**config.mk**
```make
export PLATFORM = sky130hd
export DESIGN_NAME = cpu_run_monitor
export DESIGN_NICKNAME = d
export VERILOG_FILES = /design/src/rtl/cpu_run_monitor.sv
export SDC_FILE = /design/constraint.sdc
export NUM_CORES = 1
export LEC_CHECK = 0
export ABC_AREA = 0
export BUFFER_PORTS_ARGS = -buffer_cell sky130_fd_sc_hd__buf_2
export CAP_MARGIN = 20
export CORE_MARGIN = 2
export CORE_UTILIZATION = 45
export CTS_CLUSTER_SIZE = 12
export DETAILED_ROUTE_END_ITERATION = 7
export GPL_TIMING_DRIVEN = 1
export PLACE_DENSITY = 0.66
export SYNTH_ARGS = -nofsm -noshare
export SYNTH_HDL_FRONTEND = slang
export SYNTH_SLANG_ARGS = --single-unit
```
**constraint.sdc**
```tcl
create_clock -name CLK -period 2.2 [get_ports CLK]
set_input_delay 0.44 -clock CLK [delete_from_list [all_inputs] [get_ports CLK]]
set_output_delay 0.44 -clock CLK [all_outputs]
set_load 0.03 [all_outputs]
```
**src/rtl/cpu_run_monitor.sv**
```systemverilog
// ---------------------------------------------------------------------------
// cpu_run_monitor
// Run controller and monitor that sits beside the multicycle datapath.
// It gates the datapath clock enable from a start request and counts enabled
// cycles and instruction fetches. A run ends in HALTED when the PC is seen
// unchanged across HALT_REPEAT further fetch entries (the jump-to-self idiom),
// or in TIMEOUT when the cycle limit is reached. If both happen on the same
// edge, halt takes priority.
//
// Optional build macro: CPU_RUN_MONITOR_WRCNT_EN
//   When defined, the wr_count output is added. It counts RUN cycles that
//   have reg_write high.
//   When undefined, there is no wr_count port and reg_write is ignored.
// ---------------------------------------------------------------------------
module cpu_run_monitor #(
    parameter int DATA_W      = 16,
    parameter int STATE_W     = 5,
    parameter int FETCH_STATE = 0,
    parameter int CYCLE_W     = 32,
    parameter int MAX_CYCLES  = 100000,
    parameter int HALT_REPEAT = 2
) (
    input  logic               CLK,
    input  logic               RST_N,
    input  logic               start,
    input  logic [DATA_W-1:0]  pc,
    input  logic [STATE_W-1:0] current_state,
    input  logic [DATA_W-1:0]  ir,
    input  logic               reg_write,
    output logic               cpu_en,
    output logic               running,
    output logic               done,
    output logic               timeout,
    output logic [CYCLE_W-1:0] cycle_count,
    output logic [CYCLE_W-1:0] instr_count,
    output logic [DATA_W-1:0]  halt_pc,
    output logic [DATA_W-1:0]  halt_ir
`ifdef CPU_RUN_MONITOR_WRCNT_EN
    ,
    output logic [CYCLE_W-1:0] wr_count
`endif
);

    localparam int REP_W = $clog2(HALT_REPEAT + 1);

    localparam logic [STATE_W-1:0] FETCH_CODE = STATE_W'(FETCH_STATE);
    // The bitwise inverse is guaranteed to differ from the fetch code, so the
    // first fetch after a start always counts as a fetch entry.
    localparam logic [STATE_W-1:0] NOT_FETCH  = ~FETCH_CODE;
    localparam logic [CYCLE_W-1:0] CNT_ONE    = CYCLE_W'(1);
    localparam logic [CYCLE_W-1:0] CNT_ZERO   = CYCLE_W'(0);
    localparam logic [CYCLE_W-1:0] LIMIT_M1   = CYCLE_W'(MAX_CYCLES - 1);
    localparam logic [REP_W-1:0]   REP_ONE    = REP_W'(1);
    localparam logic [REP_W-1:0]   REP_ZERO   = REP_W'(0);
    localparam logic [REP_W-1:0]   REP_LAST   = REP_W'(HALT_REPEAT - 1);
    localparam logic [DATA_W-1:0]  DATA_ZERO  = DATA_W'(0);

    typedef enum logic [1:0] {
        ST_IDLE    = 2'd0,
        ST_RUN     = 2'd1,
        ST_HALTED  = 2'd2,
        ST_TIMEOUT = 2'd3
    } fsm_e;

    fsm_e               fsm_r;
    logic [STATE_W-1:0] prev_state_r;
    logic               first_fetch_r;
    logic [DATA_W-1:0]  last_fetch_pc_r;
    logic [REP_W-1:0]   repeat_r;

    logic               fetch_entry_s;
    logic               same_pc_s;
    logic               halt_hit_s;
    logic               limit_hit_s;

`ifndef CPU_RUN_MONITOR_WRCNT_EN
    logic               unused_reg_write_s;
    assign unused_reg_write_s = reg_write;
`endif

    // Decode fetch entry, repeated-PC halt and cycle-limit conditions for this edge.
    always_comb begin
        fetch_entry_s = 1'b0;
        same_pc_s     = 1'b0;
        halt_hit_s    = 1'b0;
        limit_hit_s   = 1'b0;
        if (fsm_r == ST_RUN) begin
            fetch_entry_s = (current_state == FETCH_CODE) && (prev_state_r != FETCH_CODE);
            limit_hit_s   = (cycle_count == LIMIT_M1);
        end else begin
            fetch_entry_s = 1'b0;
            limit_hit_s   = 1'b0;
        end
        if (fetch_entry_s && !first_fetch_r && (pc == last_fetch_pc_r)) begin
            same_pc_s  = 1'b1;
            halt_hit_s = (repeat_r == REP_LAST);
        end else begin
            same_pc_s  = 1'b0;
            halt_hit_s = 1'b0;
        end
    end

    // Run-control FSM together with all registered outputs and counters.
    always_ff @(posedge CLK or negedge RST_N) begin
        if (!RST_N) begin
            fsm_r           <= ST_IDLE;
            prev_state_r    <= {STATE_W{1'b0}};
            first_fetch_r   <= 1'b1;
            last_fetch_pc_r <= DATA_ZERO;
            repeat_r        <= REP_ZERO;
            cpu_en          <= 1'b0;
            running         <= 1'b0;
            done            <= 1'b0;
            timeout         <= 1'b0;
            cycle_count     <= CNT_ZERO;
            instr_count     <= CNT_ZERO;
            halt_pc         <= DATA_ZERO;
            halt_ir         <= DATA_ZERO;
`ifdef CPU_RUN_MONITOR_WRCNT_EN
            wr_count        <= CNT_ZERO;
`endif
        end else begin
            case (fsm_r)
                ST_IDLE, ST_HALTED, ST_TIMEOUT: begin
                    if (start) begin
                        fsm_r           <= ST_RUN;
                        prev_state_r    <= NOT_FETCH;
                        first_fetch_r   <= 1'b1;
                        last_fetch_pc_r <= DATA_ZERO;
                        repeat_r        <= REP_ZERO;
                        cpu_en          <= 1'b1;
                        running         <= 1'b1;
                        done            <= 1'b0;
                        timeout         <= 1'b0;
                        cycle_count     <= CNT_ZERO;
                        instr_count     <= CNT_ZERO;
                        halt_pc         <= DATA_ZERO;
                        halt_ir         <= DATA_ZERO;
`ifdef CPU_RUN_MONITOR_WRCNT_EN
                        wr_count        <= CNT_ZERO;
`endif
                    end
                end
                ST_RUN: begin
                    // The counter stops at MAX_CYCLES because the run leaves
                    // RUN on the edge that reaches it.
                    cycle_count  <= cycle_count + CNT_ONE;
                    prev_state_r <= current_state;
`ifdef CPU_RUN_MONITOR_WRCNT_EN
                    if (reg_write) begin
                        wr_count <= wr_count + CNT_ONE;
                    end
`endif
                    if (fetch_entry_s) begin
                        instr_count <= instr_count + CNT_ONE;
                        if (first_fetch_r) begin
                            last_fetch_pc_r <= pc;
                            first_fetch_r   <= 1'b0;
                        end else if (same_pc_s) begin
                            repeat_r <= repeat_r + REP_ONE;
                        end else begin
                            repeat_r        <= REP_ZERO;
                            last_fetch_pc_r <= pc;
                        end
                    end
                    // Halt has priority over a timeout on the same edge.
                    if (halt_hit_s) begin
                        fsm_r   <= ST_HALTED;
                        done    <= 1'b1;
                        cpu_en  <= 1'b0;
                        running <= 1'b0;
                        halt_pc <= pc;
                        halt_ir <= ir;
                    end else if (limit_hit_s) begin
                        fsm_r   <= ST_TIMEOUT;
                        timeout <= 1'b1;
                        cpu_en  <= 1'b0;
                        running <= 1'b0;
                    end
                end
                default: begin
                    fsm_r   <= ST_IDLE;
                    cpu_en  <= 1'b0;
                    running <= 1'b0;
                end
            endcase
        end
    end

endmodule

```
==> impl_metrics.prom, run 1 <==
# TYPE chip_impl_metric gauge
chip_impl_info{name="hold_path.startpoint",value="ir[1]"} 1
chip_impl_metric{name="grt_first_pass_wirelength",unit="mm"} 24.53
chip_impl_metric{name="worst_ep_arrival_time",unit="ps"} 2410
chip_impl_metric{name="cap_violations",unit=""} 0
chip_impl_metric{name="cts_max_path_buffers",unit=""} 2
chip_impl_info{name="synth_top_family_by_area",value="simple AND/OR/NAND/NOR gates"} 1
chip_impl_metric{name="yosys_warnings",unit=""} 0
chip_impl_metric{name="tritoncts_buffers",unit=""} 17
chip_impl_metric{name="die_width",unit="um"} 120.1
chip_impl_metric{name="clock.fmax",unit="MHz"} 481.5
chip_impl_info{name="run_status",value="complete, no violations"} 1
chip_impl_metric{name="worst-path-max-fanout",unit=""} 7
chip_impl_info{name="min_path_type",value="input port to flop"} 1
chip_impl_metric{name="cts_setup_buffers",unit=""} 0
chip_impl_metric{name="postCtsHoldBufs",unit=""} 1
chip_impl_metric{name="synth_seq_area_share",unit="%"} 51.58
chip_impl_metric{name="timing_hold_violations_final",unit=""} 0
chip_impl_metric{name="yosys.cell_types.count",unit=""} 48
chip_impl_metric{name="asyncSetResetFlopFracSynth",unit="%"} 100.0
chip_impl_metric{name="tightestPinTransition",unit="ps"} 560.2
chip_impl_metric{name="post_synth_fa_ha_maj_area_fraction",unit="%"} 0.6187
chip_impl_metric{name="min_period",unit="ps"} 2077
chip_impl_info{name="cpMaxStageDelayCell",value="nor3_4"} 1
chip_impl_info{name="worstSetupStartpointType",value="flop"} 1
chip_impl_metric{name="grt_pass1_vias",unit=""} 4991
chip_impl_metric{name="fraction_of_final_layout_cells_with_drive_strength_greater_than_1",unit="%"} 26.41
chip_impl_info{name="synth-main-ff-cell",value="dfrtp_1"} 1
chip_impl_metric{name="core-area",unit="um^2"} 13190
chip_impl_metric{name="layout-area-overhead-vs-synth",unit="%"} 26.27
chip_impl_metric{name="postSynthAreaPerCell",unit="um^2"} 10.16
chip_impl_metric{name="slew-limit-headroom",unit="%"} 62.31
chip_impl_metric{name="port_buffers",unit=""} 139
chip_impl_metric{name="rr_worst_depth",unit=""} 6
chip_impl_info{name="rsz0062_at_grt",value="false"} 1
chip_impl_info{name="r2r_end",value="halt_ir[9]$_DFFE_PN0P_"} 1
chip_impl_metric{name="placedCellCount",unit=""} 904
chip_impl_metric{name="clkTransAtPathRegs",unit="ps"} 50
chip_impl_metric{name="num_vias",unit=""} 5022
chip_impl_metric{name="antenna_violations_before_repair",unit=""} 0
chip_impl_info{name="worstSetupEndpointType",value="flop"} 1
chip_impl_metric{name="first_iter_violations",unit=""} 341
chip_impl_metric{name="post_cts.resized_instances",unit=""} 0
chip_impl_metric{name="finalInstanceArea",unit="um^2"} 7661
chip_impl_metric{name="ys_ff_latch",unit=""} 125
chip_impl_metric{name="synth-edff-count",unit=""} 0
chip_impl_metric{name="timing.final.max_slew_violations",unit=""} 0
chip_impl_info{name="cpLargestDelayFamily",value="simple AND/OR/NAND/NOR gates"} 1
chip_impl_metric{name="cp.required",unit="ps"} 2530
chip_impl_metric{name="antenna_left",unit=""} 0
chip_impl_metric{name="globalRoute.totalOverflow",unit=""} 0
chip_impl_metric{name="mappedNetlistArea",unit="um^2"} 6067
chip_impl_metric{name="finish.net_count",unit=""} 792
chip_impl_metric{name="drt_pre_antenna_iters",unit=""} 5
chip_impl_metric{name="min_period_over_period",unit="%"} 94.41
chip_impl_metric{name="timing.hold.worst_path_depth",unit=""} 3
chip_impl_metric{name="synthesis.nets",unit=""} 641
chip_impl_metric{name="worstPathBufferInverterCount",unit=""} 1
chip_impl_metric{name="hold_slack",unit="ps"} 262.1
chip_impl_metric{name="routed_via_density",unit=""} 5.360
chip_impl_metric{name="ios",unit=""} 141
chip_impl_metric{name="power.ir.vdd_worst",unit="uV"} 477.6
chip_impl_info{name="cts_tree",value="yes"} 1
chip_impl_metric{name="clock_insertion_delay_worst_skew",unit="ps"} 410
chip_impl_metric{name="synthMuxAreaShare",unit="%"} 11.38
chip_impl_metric{name="power_density_over_cell_area",unit="nW/um^2"} 806.4
chip_impl_metric{name="fp.dieArea",unit="um^2"} 14430
chip_impl_metric{name="yosys.area_share.xor_xnor",unit="%"} 2.310
chip_impl_metric{name="largest_net_degree_at_the_start_of_global_routing",unit=""} 60
chip_impl_metric{name="post_synth_and_or_nand_nor_area_fraction",unit="%"} 19.24
chip_impl_metric{name="track_usage",unit="%"} 21.32
chip_impl_info{name="cts_root_buf",value="clkbuf_16"} 1
chip_impl_metric{name="final-instance-count-excl-fill",unit=""} 937
chip_impl_metric{name="antenna-diode-count",unit=""} 0
chip_impl_metric{name="postRouteWirelength",unit="mm"} 14.57
chip_impl_metric{name="timing.final.setup_violations",unit=""} 0
chip_impl_metric{name="final.setup_skew",unit="ps"} 7.893
chip_impl_metric{name="rrSetupSlack",unit="ps"} 120
chip_impl_metric{name="die_height",unit="um"} 120.1
chip_impl_info{name="worstPathCellList",value="xor2_1, nor4_1, nand4_1, nor3_4, buf_4, mux2i_1"} 1
chip_impl_metric{name="post_route_drc",unit=""} 0
chip_impl_metric{name="initial_utilization",unit="%"} 46.00
chip_impl_metric{name="worst_path_largest_cell_delay",unit="ps"} 410
chip_impl_metric{name="synth_compound_gate_area_share",unit="%"} 9.858
chip_impl_info{name="worst_hold_path_endpoint",value="halt_ir[1]$_DFFE_PN0P_"} 1
chip_impl_info{name="timing_worst_setup_path_type",value="flop to flop"} 1
chip_impl_metric{name="post-dp-hpwl",unit="mm"} 10.21
chip_impl_info{name="timing.rr.start",value="last_fetch_pc_r[10]$_DFFE_PN0P_"} 1
chip_impl_metric{name="cts-htree-levels",unit=""} 4
chip_impl_metric{name="rows",unit=""} 42
chip_impl_metric{name="finalWeightedCongestion",unit=""} 0.8305
chip_impl_metric{name="numClockSinks",unit=""} 125
chip_impl_metric{name="p_leak",unit="uW"} 0.003967
chip_impl_metric{name="post_drt_wl_per_cell",unit="um"} 15.55
chip_impl_metric{name="placement.cell_area",unit="um^2"} 7086
chip_impl_metric{name="postSynthCellCount",unit=""} 597
area by class of cell:
type                            instances  area (um^2)
Clock buffer                           25        505.5
Clock inverter                          7        60.06
Fill cell                            1175         5529
Inverter                               36        135.1
Multi-Input combinational cell        405         2643
Sequential cell                       125         3129
Tap cell                              176        220.2
Timing Repair Buffer                  163        968.4
kinds of logic after synthesis:
kind of cell,after synthesis
simple gates,236
flops,125
compound gates,81
mux,69
buf+inv,67
xor+xnor,16
fa+ha+maj,3
registers in the layout (all words and copies together) (netlist names):
register	cells
fsm_r	2
halt_pc	16
done	1
timeout	1
halt_ir	16
last_fetch_pc_r	16
running	1
instr_count	32
first_fetch_r	1
cycle_count	32
prev_state_r	5
repeat_r	2
placed cells by master, fill, tap and decap left out, drive strengths merged, types with 3 or more instances in the layout:
cell type,Yosys,final
o31ai,13,13
a22o,16,16
clkbuf,19,25
nor4,10,10
nand3,25,25
nand4,23,23
nor3,26,26
o211ai,11,11
nor2,13,13
ha,3,3
o21ai,25,25
inv,36,36
nand3b,3,3
and3,14,14
xor2,14,14
buf,12,162
and4,4,4
clkinv,0,6
and2,4,4
mux2i,69,69
dfrtp,124,124
a31oi,3,3
nand2,106,106
tightest hold or removal path: cells and delay by family:
kind                   cells  cell delay [ps]
buffers and inverters      2              130
multiplexers               1               50
per-stage QoR:
step | setup slack (ps) | util, % | total power (uW) | TNS (ps)
global route | 3.373 | 58.08 | 6490 | 0
detailed placement | -23.61 | 53.72 | 3573 | -206.3
floorplan | 202.4 | - | 3228 | 0
finish | 123.1 | 58.08 | 6178 | 0
CTS | 116.8 | 58.08 | 6245 | 0
global placement | -38.44 | 53.72 | 3546 | -427.1
worst max path at each step:
| stage | start | to | slack [ps] | depth (start not counted) |
|---|---|---|---|---|
| after floorplan | instr_count[2]$_DFFE_PN0P_ | instr_count[15]$_DFFE_PN0P_ | 200 | 7 |
| after detailed placement | pc[10] | halt_pc[13]$_DFFE_PN0P_ | -20 | 7 |
| after global placement | pc[2] | halt_ir[10]$_DFFE_PN0P_ | -40 | 7 |
| after global routing | fsm_r[1]$_DFFE_PN0P_ | cycle_count[31]$_DFFE_PN0N_ | 3 | 5 |
| after CTS | last_fetch_pc_r[10]$_DFFE_PN0P_ | halt_ir[9]$_DFFE_PN0P_ | 120 | 6 |
| final | last_fetch_pc_r[10]$_DFFE_PN0P_ | halt_ir[9]$_DFFE_PN0P_ | 120 | 6 |
layer usage:
| layer | vias to the layer above | global-route usage (%) | wire [um] |
|---|---|---|---|
| met3 | 16 | 4.848 | 752 |
| met4 | 0 | 8.309 | 188 |
| met5 | - | 0 | 0 |
| li1 | 2433 | - | - |
| met2 | 127 | 33.42 | 6929 |
| met1 | 2446 | 28.79 | 6699 |
power by group:
part | switching (uW) | internal, uW | leakage [uW]
sequential | 216 | 2480 | 0.00167
combinational | 535 | 302 | 0.00202
clock | 952 | 1690 | 0.000287
cells in the mapped netlist, drive strengths merged, types with 10 or more instances:
master / number / area [um^2]
a22o: 16 / 140.1
and3: 14 / 87.58
buf: 12 / 97.58
clkbuf: 19 / 71.32
dfrtp: 124 / 3103
inv: 36 / 135.1
mux2i: 69 / 690.7
nand2: 106 / 397.9
nand3: 25 / 125.1
nand4: 23 / 143.9
nor2: 13 / 48.80
nor3: 26 / 140.1
nor4: 10 / 77.57
o211ai: 11 / 82.58
o21ai: 25 / 125.1
o31ai: 13 / 97.59
xor2: 14 / 122.6
No activity file was read; power rests on OpenSTA's default activity.
==> run 2, diff against run 1 <==
--- a/config.mk
+++ b/config.mk
@@ -14,6 +14,8 @@
 export DETAILED_ROUTE_END_ITERATION = 7
 export GPL_TIMING_DRIVEN = 1
 export PLACE_DENSITY = 0.66
+export RECOVER_POWER = 50
+export SKIP_CTS_REPAIR_TIMING = 1
 export SYNTH_ARGS = -nofsm -noshare
 export SYNTH_HDL_FRONTEND = slang
 export SYNTH_SLANG_ARGS = --single-unit
==> run 2 against run 1 <==
Cell count did not move. Sequential power barely moved. Combinational power fell by 0.6%. Critical path depth did not move. Count of clock-buffer cells in the layout did not move. Register-to-register slack barely moved. Clock skew barely moved. Non-clock buffer count did not move. Via count fell by 0.14%. Routed wire length barely moved. Critical path type unchanged.
==> impl_metrics.prom, run 2 (synthesis gave the netlist of run 1 again) <==
# TYPE chip_impl_metric gauge
chip_impl_info{name="run_status",value="complete, no violations"} 1
chip_impl_metric{name="rows",unit=""} 42
chip_impl_metric{name="rr_worst_depth",unit=""} 6
chip_impl_metric{name="timing.hold.worst_path_depth",unit=""} 3
chip_impl_metric{name="worst_ep_arrival_time",unit="ps"} 2410
chip_impl_info{name="cts_tree",value="yes"} 1
chip_impl_metric{name="clock_insertion_delay_worst_skew",unit="ps"} 410
chip_impl_metric{name="finish.net_count",unit=""} 792
chip_impl_info{name="layout.cells.most_common_list",value="dfrtp_1, nand2_1, buf_2, mux2i_1, clkbuf_1"} 1
chip_impl_metric{name="initial_utilization",unit="%"} 46.00
chip_impl_metric{name="postRouteWirelength",unit="mm"} 14.58
chip_impl_metric{name="rrSetupSlack",unit="ps"} 130
chip_impl_metric{name="clkTransAtPathRegs",unit="ps"} 50
chip_impl_metric{name="final.setup_skew",unit="ps"} 7.783
chip_impl_info{name="final_common_cell",value="dfrtp_1"} 1
chip_impl_metric{name="final-instance-count-excl-fill",unit=""} 937
chip_impl_metric{name="largest_net_degree_at_the_start_of_global_routing",unit=""} 60
chip_impl_metric{name="timing.final.setup_violations",unit=""} 0
chip_impl_info{name="timing.rr.start",value="last_fetch_pc_r[10]$_DFFE_PN0P_"} 1
chip_impl_metric{name="placedCellCount",unit=""} 904
chip_impl_metric{name="p_leak",unit="uW"} 0.003772
chip_impl_info{name="busiest_layer",value="met2"} 1
chip_impl_info{name="worstSetupStartpointType",value="flop"} 1
chip_impl_info{name="worstSetupEndpointType",value="flop"} 1
chip_impl_metric{name="final.setup.worst_slack",unit="ps"} 125.5
chip_impl_metric{name="finalWeightedCongestion",unit=""} 0.8305
chip_impl_metric{name="worst-path-max-fanout",unit=""} 7
chip_impl_info{name="min_path_type",value="input port to flop"} 1
chip_impl_metric{name="gr-usage-met2",unit="%"} 33.42
chip_impl_metric{name="die_height",unit="um"} 120.1
chip_impl_metric{name="cts_max_path_buffers",unit=""} 2
chip_impl_metric{name="place_worst_setup_slack",unit="ps"} -23.61
chip_impl_metric{name="cts-htree-levels",unit=""} 4
chip_impl_metric{name="routed_via_density",unit=""} 5.352
chip_impl_metric{name="clock.fmax",unit="MHz"} 482.0
chip_impl_metric{name="core-area",unit="um^2"} 13190
chip_impl_metric{name="finalSetupTns",unit="ps"} 0
chip_impl_metric{name="ios",unit=""} 141
chip_impl_metric{name="post-dp-hpwl",unit="mm"} 10.21
chip_impl_metric{name="fraction_of_final_layout_cells_with_drive_strength_greater_than_1",unit="%"} 20.50
chip_impl_metric{name="grt_first_pass_wirelength",unit="mm"} 24.53
chip_impl_metric{name="cp.required",unit="ps"} 2530
chip_impl_metric{name="drt_pre_antenna_iters",unit=""} 4
chip_impl_metric{name="numClockSinks",unit=""} 125
chip_impl_metric{name="fp.dieArea",unit="um^2"} 14430
chip_impl_metric{name="global_route.usage.met1",unit="%"} 28.79
chip_impl_info{name="cts_root_buf",value="clkbuf_16"} 1
chip_impl_info{name="worst_hold_path_endpoint",value="halt_ir[1]$_DFFE_PN0P_"} 1
chip_impl_metric{name="die_width",unit="um"} 120.1
chip_impl_metric{name="finalInstanceArea",unit="um^2"} 7582
chip_impl_metric{name="slew-limit-headroom",unit="%"} 22.16
chip_impl_metric{name="placement.cell_area",unit="um^2"} 7086
chip_impl_metric{name="num_vias",unit=""} 5015
chip_impl_metric{name="antenna_left",unit=""} 0
chip_impl_metric{name="layout-area-overhead-vs-synth",unit="%"} 24.97
chip_impl_metric{name="power.ir.vdd_worst",unit="uV"} 477.5
chip_impl_info{name="rsz0062_at_grt",value="false"} 1
chip_impl_metric{name="track_usage",unit="%"} 21.32
chip_impl_metric{name="power_density_over_cell_area",unit="nW/um^2"} 815.2
chip_impl_info{name="timing_worst_setup_path_type",value="flop to flop"} 1
chip_impl_metric{name="tightestPinTransition",unit="ps"} 1168
chip_impl_metric{name="tritoncts_buffers",unit=""} 17
chip_impl_info{name="top_regs",value="cycle_count: 32 flops, instr_count: 32 flops"} 1
chip_impl_metric{name="min_period_over_period",unit="%"} 94.30
chip_impl_metric{name="post_drt_wl_per_cell",unit="um"} 15.55
chip_impl_metric{name="timing_hold_violations_final",unit=""} 0
chip_impl_info{name="hold_path.startpoint",value="ir[1]"} 1
chip_impl_metric{name="post_route_drc",unit=""} 0
chip_impl_metric{name="min_period",unit="ps"} 2075
chip_impl_metric{name="grt_pass1_vias",unit=""} 4991
chip_impl_info{name="r2r_end",value="halt_ir[9]$_DFFE_PN0P_"} 1
chip_impl_metric{name="first_iter_violations",unit=""} 305
chip_impl_metric{name="antenna-diode-count",unit=""} 0
chip_impl_metric{name="grtUsageMet3",unit="%"} 4.848
chip_impl_metric{name="final_layout_fill_cell_count",unit=""} 1199
chip_impl_metric{name="cap_violations",unit=""} 0
chip_impl_metric{name="port_buffers",unit=""} 139
chip_impl_metric{name="globalRoute.totalOverflow",unit=""} 0
chip_impl_metric{name="antenna_violations_before_repair",unit=""} 0
chip_impl_metric{name="timing.final.max_slew_violations",unit=""} 0
-- run 2: cell count changes in the layout (fill, tap and decap cells not counted) --
cell      previous run  this run
clkbuf_1             3        48
buf_6                0         2
buf_2              138        95
buf_4               17        15
buf_12               7         5
-- run 2: how the worst max path moves through the flow --
stage | start | end | slack, ps | depth (start not counted)
2_1_floorplan | instr_count[2]$_DFFE_PN0P_ | instr_count[15]$_DFFE_PN0P_ | 200 | 7
3_3_place_gp | pc[2] | halt_ir[10]$_DFFE_PN0P_ | -40 | 7
3_5_place_dp | pc[10] | halt_pc[13]$_DFFE_PN0P_ | -20 | 7
4_1_cts | last_fetch_pc_r[10]$_DFFE_PN0P_ | halt_ir[9]$_DFFE_PN0P_ | 120 | 6
5_1_grt | fsm_r[1]$_DFFE_PN0P_ | cycle_count[31]$_DFFE_PN0N_ | 3 | 5
6_report | last_fetch_pc_r[10]$_DFFE_PN0P_ | halt_ir[9]$_DFFE_PN0P_ | 130 | 6
-- run 2: layer usage --
layer,share of wire [%],wire [um],vias up
met1,46,6642,2439
li1,-,-,2431
met2,48,6998,126
met5,0,0,-
met3,4.9,718,19
met4,1.5,216,0
-- run 2: final cells by class --
class                           instances  area (um^2)  share of cell area [%]
Sequential cell                       125         3129                   41.27
Clock buffer                           25        505.5                   6.667
Clock inverter                          7        60.06                  0.7921
Timing Repair Buffer                  163        889.6                   11.73
Inverter                               36        135.1                   1.782
Tap cell                              176        220.2                   2.904
Multi-Input combinational cell        405         2643                   34.85
-- run 2: where the power goes --
group	internal (uW)	switching (uW)
Sequential	2480	215
Combinational	296	535
Clock	1690	962
-- run 2: through the flow --
step | hold slack, ps | total power, uW | utilization, %
3_5_place_dp | 350.8 | 3573 | 53.72
6_report | 257.1 | 6181 | 57.48
4_1_cts | -89.39 | 6243 | 58.01
2_1_floorplan | 144.4 | 3228 | -
3_3_place_gp | 351.1 | 3546 | 53.72
5_1_grt | 267.8 | 6483 | 57.48
-- run 2: critical path: stages (launching register included) --
cell,delay (ps)
dfrtp_1,390
xor2_1,160
nor4_1,350
nand4_1,250
nor3_4,400
buf_4,240
mux2i_1,190
==> run 3, diff against run 2 <==
--- a/config.mk
+++ b/config.mk
@@ -8,7 +8,7 @@
 export ABC_AREA = 0
 export BUFFER_PORTS_ARGS = -buffer_cell sky130_fd_sc_hd__buf_2
 export CAP_MARGIN = 20
-export CORE_MARGIN = 2
+export CORE_MARGIN = 4
 export CORE_UTILIZATION = 45
 export CTS_CLUSTER_SIZE = 12
 export DETAILED_ROUTE_END_ITERATION = 7
==> run 3 against run 2 <==
Combinational power is 1% lower. Critical path type unchanged. Cell count is 0.53% higher. Clock power is 4% higher. Register-to-register slack better by 50 ps. Hold slack worse by 6.4 ps. Sequential cell count stayed put. Setup slack better by 54 ps. Design area is 0.53% higher. First-iteration DRC count is 4.9% higher. Routed wire length is 2.8% higher.
==> impl_metrics.prom, run 3 (synthesis gave the netlist of run 1 again) <==
# TYPE chip_impl_metric gauge
chip_impl_info{name="run_status",value="complete, no violations"} 1
chip_impl_metric{name="timing.final.setup_violations",unit=""} 0
chip_impl_info{name="final_common_cell",value="dfrtp_1"} 1
chip_impl_metric{name="port_buffers",unit=""} 139
chip_impl_metric{name="rows",unit=""} 42
chip_impl_metric{name="grt_first_pass_wirelength",unit="mm"} 24.45
chip_impl_metric{name="fp.dieArea",unit="um^2"} 15400
chip_impl_metric{name="timing.final.max_slew_violations",unit=""} 0
chip_impl_info{name="worstSetupStartpointType",value="flop"} 1
chip_impl_metric{name="cap_violations",unit=""} 0
chip_impl_info{name="cts_tree",value="yes"} 1
chip_impl_metric{name="numClockSinks",unit=""} 125
chip_impl_metric{name="drt_pre_antenna_iters",unit=""} 4
chip_impl_metric{name="timing_hold_violations_final",unit=""} 0
chip_impl_info{name="worstPathCellList",value="xor2_1, nor4_1, nand4_1, nor3_4, buf_4, buf_4, mux2i_1"} 1
chip_impl_metric{name="worst-path-max-fanout",unit=""} 7
chip_impl_metric{name="finalPower",unit="uW"} 6280
chip_impl_metric{name="finalSetupTns",unit="ps"} 0
chip_impl_info{name="cts_root_buf",value="clkbuf_16"} 1
chip_impl_metric{name="die_height",unit="um"} 124.1
chip_impl_metric{name="tightestPinTransition",unit="ps"} 768.9
chip_impl_metric{name="post_drt_wl_per_cell",unit="um"} 15.91
chip_impl_metric{name="post_route_drc",unit=""} 0
chip_impl_metric{name="min_period",unit="ps"} 2020
chip_impl_info{name="min_path_type",value="input port to flop"} 1
chip_impl_metric{name="initial_utilization",unit="%"} 45.81
chip_impl_metric{name="post-dp-hpwl",unit="mm"} 10.93
chip_impl_metric{name="cts-htree-levels",unit=""} 4
chip_impl_info{name="worst_path_most_repeated_cell",value="buf_4"} 1
chip_impl_metric{name="fraction_of_final_layout_cells_with_drive_strength_greater_than_1",unit="%"} 21.54
chip_impl_metric{name="postRouteWirelength",unit="mm"} 14.99
chip_impl_metric{name="first_iter_violations",unit=""} 320
chip_impl_metric{name="slew-limit-headroom",unit="%"} 48.74
chip_impl_metric{name="power.switching_fraction",unit="%"} 27.11
chip_impl_info{name="cpMaxStageDelayCell",value="dfrtp_1"} 1
chip_impl_metric{name="die_width",unit="um"} 124.1
chip_impl_metric{name="final-instance-count-excl-fill",unit=""} 942
chip_impl_metric{name="largest_net_degree_at_the_start_of_global_routing",unit=""} 57
chip_impl_metric{name="clock_power_share",unit="%"} 43.9
chip_impl_metric{name="placedCellCount",unit=""} 908
chip_impl_metric{name="clkTransAtPathRegs",unit="ps"} 50
chip_impl_metric{name="tritoncts_buffers",unit=""} 17
chip_impl_metric{name="antenna-diode-count",unit=""} 0
chip_impl_metric{name="clock.fmax",unit="MHz"} 495.0
chip_impl_info{name="cpLargestDelayFamily",value="simple AND/OR/NAND/NOR gates"} 1
chip_impl_metric{name="p_switching",unit="uW"} 1703
chip_impl_metric{name="grt_pass1_vias",unit=""} 4966
chip_impl_metric{name="placement.cell_area",unit="um^2"} 7091
chip_impl_metric{name="num_vias",unit=""} 5083
chip_impl_metric{name="ios",unit=""} 141
chip_impl_metric{name="track_usage",unit="%"} 20.33
chip_impl_info{name="layout.cells.most_common_list",value="dfrtp_1, nand2_1, buf_2, mux2i_1, clkbuf_1"} 1
chip_impl_metric{name="worstPathBufferInverterCount",unit=""} 2
chip_impl_info{name="timing_worst_setup_path_type",value="flop to flop"} 1
chip_impl_metric{name="worst_ep_arrival_time",unit="ps"} 2350
chip_impl_info{name="rsz0062_at_grt",value="false"} 1
chip_impl_metric{name="p_seq_share",unit="%"} 43.0
chip_impl_metric{name="power_density_over_cell_area",unit="nW/um^2"} 823.9
chip_impl_metric{name="layout-area-overhead-vs-synth",unit="%"} 25.63
chip_impl_metric{name="antenna_left",unit=""} 0
chip_impl_metric{name="p_leak",unit="uW"} 0.003805
chip_impl_metric{name="final_layout_fill_cell_count",unit=""} 1211
chip_impl_metric{name="antenna_violations_before_repair",unit=""} 0
chip_impl_metric{name="finalWeightedCongestion",unit=""} 0.8263
chip_impl_info{name="timing.rr.start",value="last_fetch_pc_r[10]$_DFFE_PN0P_"} 1
chip_impl_metric{name="cp.required",unit="ps"} 2530
chip_impl_metric{name="finish.net_count",unit=""} 798
chip_impl_metric{name="min_period_over_period",unit="%"} 91.83
chip_impl_info{name="hold_path.startpoint",value="ir[8]"} 1
chip_impl_metric{name="core-area",unit="um^2"} 13240
chip_impl_metric{name="routed_via_density",unit=""} 5.396
chip_impl_metric{name="clock_insertion_delay_worst_skew",unit="ps"} 420
chip_impl_info{name="crit_start",value="last_fetch_pc_r[10]$_DFFE_PN0P_"} 1
chip_impl_metric{name="finalInstanceArea",unit="um^2"} 7622
chip_impl_info{name="worstSetupEndpointType",value="flop"} 1
chip_impl_metric{name="power.share.combinational",unit="%"} 13.1
chip_impl_metric{name="worst_path_largest_cell_delay",unit="ps"} 390
chip_impl_metric{name="power.ir.vdd_worst",unit="uV"} 508.8
chip_impl_metric{name="cts_max_path_buffers",unit=""} 2
chip_impl_metric{name="final.setup_skew",unit="ps"} 11.99
chip_impl_metric{name="p_int",unit="uW"} 4577
chip_impl_metric{name="globalRoute.totalOverflow",unit=""} 0
chip_impl_info{name="top_regs",value="cycle_count: 32 flops, instr_count: 32 flops"} 1
run 3: changes by cell type in the layout (fill, tap and decap cells not counted), moves of 2 or more:
cell and change:
buf_12 -2, buf_2 +2, buf_4 +8, buf_6 -2, clkbuf_1 -4, clkbuf_4 +2
run 3: final cells by class:
class / count / area, um^2 / share of cell area [%]
tap: 176 / 220.2 / 2.889
multi-input combinational: 405 / 2645 / 34.70
inverter: 36 / 135.1 / 1.773
timing repair buffer: 169 / 905.9 / 11.88
sequential: 125 / 3129 / 41.05
clock inverter: 7 / 85.08 / 1.116
clock buffer: 24 / 501.7 / 6.582
run 3: power by group through the flow:
stage	Combinational [uW]	Clock, uW	Sequential [uW]
5_1_grt	910	2930	2730
6_report	824	2760	2700
3_5_place_dp	841	0	2730
2_1_floorplan	334	0	2890
4_1_cts	844	2830	2700
3_3_place_gp	822	0	2720
run 3: routing by layer:
| layer | track usage, % | part of all wire [%] | up-vias |
|---|---|---|---|
| li1 | - | - | 2441 |
| met1 | 26.49 | 44 | 2484 |
| met2 | 31.93 | 48 | 143 |
| met3 | 5.767 | 6.9 | 15 |
| met4 | 8.487 | 1.3 | 0 |
| met5 | 0 | 0 | - |
run 3: per-stage QoR:
step	hold slack [ps]	setup slack, ps	utilization [%]
2_1_floorplan	144.4	202.4	-
4_1_cts	-58.18	86.05	57.97
6_report	250.7	179.7	57.56
5_1_grt	242.3	0.08704	57.56
3_3_place_gp	387.8	-15.30	53.54
3_5_place_dp	389.6	-51.84	53.54
run 3: worst paths after layout:
kind / end / slack, ps / cells after the start
worst min-delay path: halt_ir[8]$_DFFE_PN0P_ / 250 / 3
worst max register to register: halt_ir[11]$_DFFE_PN0P_ / 180 / 7
max in group asynchronous: instr_count[4]$_DFFE_PN0P_ / 330 / 3
worst max-delay path: halt_ir[11]$_DFFE_PN0P_ / 180 / 7
min in group asynchronous: prev_state_r[0]$_DFFE_PN0N_ / 600 / 2
worst min register to register: instr_count[31]$_DFFE_PN0P_ / 480 / 1
run 3: worst min-delay path: cells and delay by family:
kind / cells / cell delay [ps]
buffers and inverters: 2 / 130
muxes: 1 / 50
